**src/rtl/mem_arbiter.sv**
```systemverilog
// rtl/mem_arbiter.sv - shared memory arbiter between instruction fetch and data access with starvation guard and timeout
module mem_arbiter #(
    parameter int STARVE_LIMIT = 4,
    parameter int TIMEOUT      = 15
) (
    input  logic        CLK,
    input  logic        RST,
    input  logic        iREN,
    input  logic [31:0] iaddr,
    input  logic        dREN,
    input  logic        dWEN,
    input  logic [31:0] daddr,
    input  logic [31:0] dstore,
    output logic        ihit,
    output logic [31:0] iload,
    output logic        dhit,
    output logic [31:0] dload,
    output logic        ramREN,
    output logic        ramWEN,
    output logic [31:0] ramaddr,
    output logic [31:0] ramstore,
    input  logic [31:0] ramload,
    input  logic        ram_ready,
    output logic        arb_err
);

    typedef enum logic [1:0] {IDLE, IACC, DACC, ERR} state_t;

    localparam logic [2:0] STARVE_MAX  = 3'(STARVE_LIMIT);
    localparam logic [3:0] TIMEOUT_LAST = 4'(TIMEOUT - 1);

    state_t      state, state_next;
    logic [31:0] lat_addr;
    logic [31:0] lat_store;
    logic        lat_write;
    logic [3:0]  wait_cnt;
    logic [2:0]  starve_cnt;
    logic        data_req;
    logic        cur_req;
    logic        grant_i, grant_d, wait_inc;

    assign data_req = dREN | dWEN;

    // Data wins unless the fetch side has been passed over STARVE_LIMIT times;
    // with no fetch pending, data is never held back.
    always_comb begin
        state_next = state;
        grant_i    = 1'b0;
        grant_d    = 1'b0;
        wait_inc   = 1'b0;
        cur_req    = (state == IACC) ? iREN : data_req;
        case (state)
            IDLE: begin
                if (data_req && (starve_cnt < STARVE_MAX || !iREN)) begin
                    grant_d    = 1'b1;
                    state_next = DACC;
                end else if (iREN) begin
                    grant_i    = 1'b1;
                    state_next = IACC;
                end
            end
            IACC, DACC: begin
                if (!cur_req || ram_ready) begin
                    state_next = IDLE;
                end else begin
                    wait_inc = 1'b1;
                    if (wait_cnt == TIMEOUT_LAST)
                        state_next = ERR;
                end
            end
            default: state_next = ERR;
        endcase
    end

    always_ff @(posedge CLK) begin
        if (RST) begin
            state      <= IDLE;
            lat_addr   <= '0;
            lat_store  <= '0;
            lat_write  <= 1'b0;
            wait_cnt   <= '0;
            starve_cnt <= '0;
        end else begin
            state <= state_next;
            if (grant_i) begin
                lat_addr   <= iaddr;
                lat_write  <= 1'b0;
                wait_cnt   <= '0;
                starve_cnt <= '0;
            end else if (grant_d) begin
                lat_addr  <= daddr;
                lat_store <= dstore;
                lat_write <= dWEN;
                wait_cnt  <= '0;
                if (iREN && starve_cnt != STARVE_MAX)
                    starve_cnt <= starve_cnt + 3'd1;
            end else if (wait_inc) begin
                wait_cnt <= wait_cnt + 4'd1;
            end
        end
    end

    // Hits are masked by RST so an interrupted access never completes.
    always_comb begin
        ramREN   = (state == IACC) || (state == DACC && !lat_write);
        ramWEN   = (state == DACC) && lat_write;
        ramaddr  = (state == IACC || state == DACC) ? lat_addr : 32'd0;
        ramstore = ramWEN ? lat_store : 32'd0;
        ihit     = (state == IACC) && iREN && ram_ready && !RST;
        dhit     = (state == DACC) && data_req && ram_ready && !RST;
        iload    = ihit ? ramload : 32'd0;
        dload    = (dhit && !lat_write) ? ramload : 32'd0;
        arb_err  = (state == ERR);
    end

endmodule

```
**config.mk**
```make
export PLATFORM = sky130hd
export DESIGN_NAME = mem_arbiter
export DESIGN_NICKNAME = d
export VERILOG_FILES = /design/src/rtl/mem_arbiter.sv
export SDC_FILE = /design/constraint.sdc
export NUM_CORES = 1
export LEC_CHECK = 0
export ABC_AREA = 1
export ABC_CLOCK_PERIOD_IN_PS = 4740
export CELL_PAD_IN_SITES_DETAIL_PLACEMENT = 1
export CELL_PAD_IN_SITES_GLOBAL_PLACEMENT = 2
export CORE_ASPECT_RATIO = 0.7
export CORE_MARGIN = 1
export CORE_UTILIZATION = 19
export DETAILED_ROUTE_END_ITERATION = 8
export GPL_ROUTABILITY_DRIVEN = 0
export PLACE_DENSITY_LB_ADDON = 0.1
export SLEW_MARGIN = 20
export SYNTH_ARGS = -nofsm -noshare
export SYNTH_HDL_FRONTEND = slang
export SYNTH_SLANG_ARGS = --single-unit
export TNS_END_PERCENT = 50
```
**constraint.sdc**
```tcl
create_clock -name CLK -period 4.74 [get_ports CLK]
set_input_delay 1.185 -clock CLK [delete_from_list [all_inputs] [get_ports CLK]]
set_output_delay 1.185 -clock CLK [all_outputs]
set_load 0.03 [all_outputs]
```
=== Word level (Yosys, flattened, before mapping) ===
Cells that the tools add are included.

* Register bits: 74
* Bits of input ports: 134
* Output and inout bits: 133
* Logic and storage cells: 64

* $add $sub $neg: 2
* Order comparisons: 1
* Eq/ne operators: 7
* Mux-type cells: 19
* Bitwise logic cells: 2
* Reduce and logical (&&, ||, !) cells: 27

{| class="wikitable"
|+ Operators by type and width
! operator !! number
|-
| $mux W32 || 6
|-
| $logic_and A1 B1 Y1 || 11
|-
| $ne A3 B3 Y1 const B || 3
|-
| $mux W1 || 8
|-
| $mux W2 || 4
|-
| $reduce_and A2 Y1 || 3
|-
| $add A4 B1 Y4 const B || 1
|-
| $eq A2 B2 Y1 const B || 2
|-
| $eq A4 B4 Y1 const B || 1
|-
| $logic_not A1 Y1 || 4
|-
| $logic_or A1 B1 Y1 || 4
|-
| $pmux W2 S2 || 1
|-
| $reduce_or A2 Y1 || 2
|-
| $add A3 B1 Y3 const B || 1
|-
| $lt A3 B3 Y1 const B || 1
|-
| $reduce_or A3 Y1 || 1
|-
| $eq A2 B1 Y1 const B || 1
|-
| $logic_not A2 Y1 || 1
|-
| $reduce_bool A2 Y1 || 1
|-
| $not A1 Y1 || 1
|-
| $or A1 B1 Y1 || 1
|}

=== Logic depth before layout (Yosys ltp) ===
* Word-level depth: 7
* Mapped depth: 10
* Gate-level depth less buffers: 9

=== Worst setup path before layout ===
Ideal clock, no wire load.

* Path type: input to output
* From: input iREN
* To: output iload[10]
* Arrival: 2,583 ps
* Required time: 3,555 ps
* Path slack: 972 ps
* Stages on the path: 6
* Path buffers: 2
* Path through: buf_4 -> nand2_1 -> nor2_1 -> inv_2 -> clkbuf_1 -> nor2_1

* Word-level cells in the longest chain between the ends: 4

{| class="wikitable"
|+ Ends and longest elaborated chain
! element !! line !! source
|-
| start: declaration || 8 || <nowiki>input logic iREN,</nowiki>
|-
| $logic_and A1 B1 Y1 (3 in series) || 109 || <nowiki>ihit = (state == IACC) && iREN && ram_ready && !RST;</nowiki>
|-
| named net ihit || 14 || <nowiki>output logic ihit,</nowiki>
|-
| $mux W32 || 111 || <nowiki>iload = ihit ? ramload : 32'd0;</nowiki>
|-
| end: declaration || 15 || <nowiki>output logic [31:0] iload,</nowiki>
|}

The timed path passes the listed nets, and every way through them passes these cells.

=== Final worst setup path ===
* From: input ram_ready
* To: output iload[1]

* Word-level cells in the longest chain between the ends: 3

{| class="wikitable"
|+ Ends and longest elaborated chain
! element !! line !! source
|-
| start: declaration || 23 || <nowiki>input logic ram_ready,</nowiki>
|-
| $logic_and A1 B1 Y1 (2 in series) || 109 ||
|-
| $mux W32 || 111 ||
|}

No other way between the ends.

==> impl_metrics.env <==
export IMPL_reg2regPathDepth=9
export IMPL_core_area_mm2=0.0218
export IMPL_synth_async_reset_ratio=0
export IMPL_post_cts_setup_buffer_count=0
export IMPL_cap_violations=0
export IMPL_fp_dieArea_mm2=0.0229
export IMPL_setup_viol=0
export IMPL_fin_crit_sh=0.851
export IMPL_syn_inst=691
export IMPL_ys_seq_elements=74
export IMPL_clock_sinks=74
export IMPL_critPathMaxFanout=32
export IMPL_hpwl_um=13600
export IMPL_dpl_cell_area_mm2=0.00699
export IMPL_synth_simple_area_share=0.309
export IMPL_place_ws_ps=668
export IMPL_drtIter0Drc=124
export IMPL_synth_distinct_cells=22
export IMPL_synth_area_leader_cell="dfxtp_1"
export IMPL_avgSynthCellArea_um2=6.13
export IMPL_cts_resized=0
export IMPL_clk_pin_slew_ps=60
export IMPL_synthMuxAreaShare=0
export IMPL_antenna_cells=0
export IMPL_grt_start_max_net_pins=51
export IMPL_max_vdd_ir_drop_mv=0.178
export IMPL_synth_nets=833
export IMPL_ant_nets=0
export IMPL_cts_tree="done"
export IMPL_rsz0062_at_grt="no"
export IMPL_grt_pass1_vias=5194
export IMPL_clk_path_buf_depth=2
export IMPL_worstMarginPinSlew_ps=808
export IMPL_yosys_top_cells_count="inv_1, nand2_1, nor2_1, dfxtp_1, a21oi_1"
export IMPL_firstDrtPassIters=4
export IMPL_syn2layout_area_growth_pct=72.1
export IMPL_ys_seq_area_frac=0.350
export IMPL_synth_area_mm2=0.00424
export IMPL_drive_gt1_frac=0.111
export IMPL_numPortBuffers=266
export IMPL_p_total_mw=2.65
export IMPL_criticalPathCategory="primary input to output port"
export IMPL_grt_first_pass_wirelength_um=27900
export IMPL_relSlewSlack=0.460
export IMPL_gr_total_overflow=0
export IMPL_dp_cells=1201
export IMPL_critical_path_arrival_ps=2850
export IMPL_antenna_found_initial=1
export IMPL_synth_edff_count=0
export IMPL_fin_ws_ps=706
export IMPL_utilization=0.335
export IMPL_synth_ff_type="dfxtp_1"
export IMPL_cp_start_kind="primary input"
export IMPL_slew_viol_final=0
export IMPL_stdcell_count=1217
export IMPL_grt_usage=0.155
export IMPL_worst_ep_required_time_ps=3560
export IMPL_min_path_type="register to register"
export IMPL_skew_ps=5.31
export IMPL_cts_root_buffer="clkbuf_16"
export IMPL_status="finished clean"
export IMPL_r2r_slack_ps=2330
export IMPL_min_path_cells=2
export IMPL_drc=0
export IMPL_via_per_inst=4.21
export IMPL_synth_xor_area_share=0.00207
export IMPL_synthAdderAreaFrac=0.0236
export IMPL_fin_nets=1072
export IMPL_synthTopCellsByArea="dfxtp_1, inv_1, nand2_1"
export IMPL_initial_core_util=0.194
export IMPL_synth_compound_area_frac=0.126
export IMPL_whs_ps=457
export IMPL_die_w_um=181
export IMPL_tns_ps=0
export IMPL_htreeDepth=3
export IMPL_finalCriticalPeriod_ps=4030
export IMPL_clock_latency_ps=340
export IMPL_postLayoutCellArea_mm2=0.00729
export IMPL_max_freq_mhz=248
export IMPL_hold_viol_final=0
export IMPL_rows=45
export IMPL_hold_buffers=0
export IMPL_wirelength_um=17700
export IMPL_ys_warnings_count=0
export IMPL_cts_inserted_buffers=9
export IMPL_cellLeakagePower_nw=3.46
export IMPL_avgRoutedWirePerCell_um=14.5
export IMPL_cp_end_kind="output port"
export IMPL_io_pins=267
export IMPL_vias=5125
export IMPL_dieHeight_um=127
export IMPL_power_density_mw_per_mm2=364
export IMPL_yosysMostFrequentCell="inv_1"
export IMPL_yosysTopAreaCellShare=0.350
export IMPL_synth_top_family_by_area="simple AND/OR/NAND/NOR gates"
-- cell usage in the layout (no fill, tap or decap) --
cell / Yosys / routed
clkdlybuf4s50_1: 0 / 200
o21ai_0: 37 / 37
nor2_2: 1 / 1
buf_4: 4 / 70
inv_6: 0 / 1
inv_1: 147 / 146
nand3_4: 1 / 1
clkbuf_8: 0 / 1
clkbuf_16: 0 / 9
nor3_2: 1 / 1
inv_2: 3 / 4
or2_0: 1 / 1
nor2_1: 104 / 104
clkbuf_1: 24 / 1
clkinv_4: 0 / 1
nand2_2: 2 / 3
a21oi_1: 70 / 70
ha_1: 8 / 8
bufinv_16: 0 / 1
clkinv_2: 1 / 1
buf_12: 0 / 5
nand3_2: 3 / 3
nand2_1: 123 / 122
xnor2_1: 1 / 1
nand3_1: 35 / 35
nand4_1: 32 / 32
clkinvlp_4: 0 / 2
dfxtp_1: 74 / 74
-- sequential cells by signal (all words and copies together), names as in the netlist --
signal,cells
wait_cnt,4
lat_write,1
lat_store,32
state,2
lat_addr,32
starve_cnt,3
-- metal layers --
| layer | vias up | GRT usage | share of wire |
|---|---|---|---|
| li1 | 2579 | - | - |
| met1 | 2372 | 0.185 | 0.45 |
| met2 | 161 | 0.264 | 0.46 |
| met3 | 11 | 0.0594 | 0.077 |
| met4 | 2 | 0.0302 | 0.0072 |
| met5 | - | 0 | 0.00096 |
-- logic make-up after synthesis --
family          count (synthesis)
fa+ha+maj                       8
simple gates                  303
xor+xnor                        1
flops                          74
buf+inv                       198
compound gates                107
-- final timing paths --
kind                start      endpoint
max             ram_ready      iload[1]
min          lat_store[7]  lat_store[7]
max reg2reg      state[0]  lat_addr[30]
min reg2reg  lat_store[7]  lat_store[7]
-- layout make-up --
class                           count  area (um^2)
Clock buffer                       11          243
Clock inverter                      5         62.6
Fill cell                        2729        14500
Inverter                          151          568
Multi-Input combinational cell    419         1960
Sequential cell                    74         1480
Tap cell                          282          353
Timing Repair Buffer              275         2630
-- critical path, cell delays in order --
cell,delay (ps)
clkdlybuf4s50_1,520
inv_2,40
nor2_1,100
inv_2,60
nor2_1,250
inv_2,300
nor2_1,190
buf_4,180
-- power breakdown --
| group | leakage [nW] | internal [mW] | total [mW] | switching (mW) |
|---|---|---|---|---|
| clock network | 0.142 | 0.425 | 0.707 | 0.282 |
| registers | 0.612 | 0.757 | 0.809 | 0.0515 |
| logic | 2.71 | 0.405 | 1.14 | 0.731 |
| total | 3.46 | 1.59 | 2.65 | 1.06 |
(Power assumes the default switching activity.)
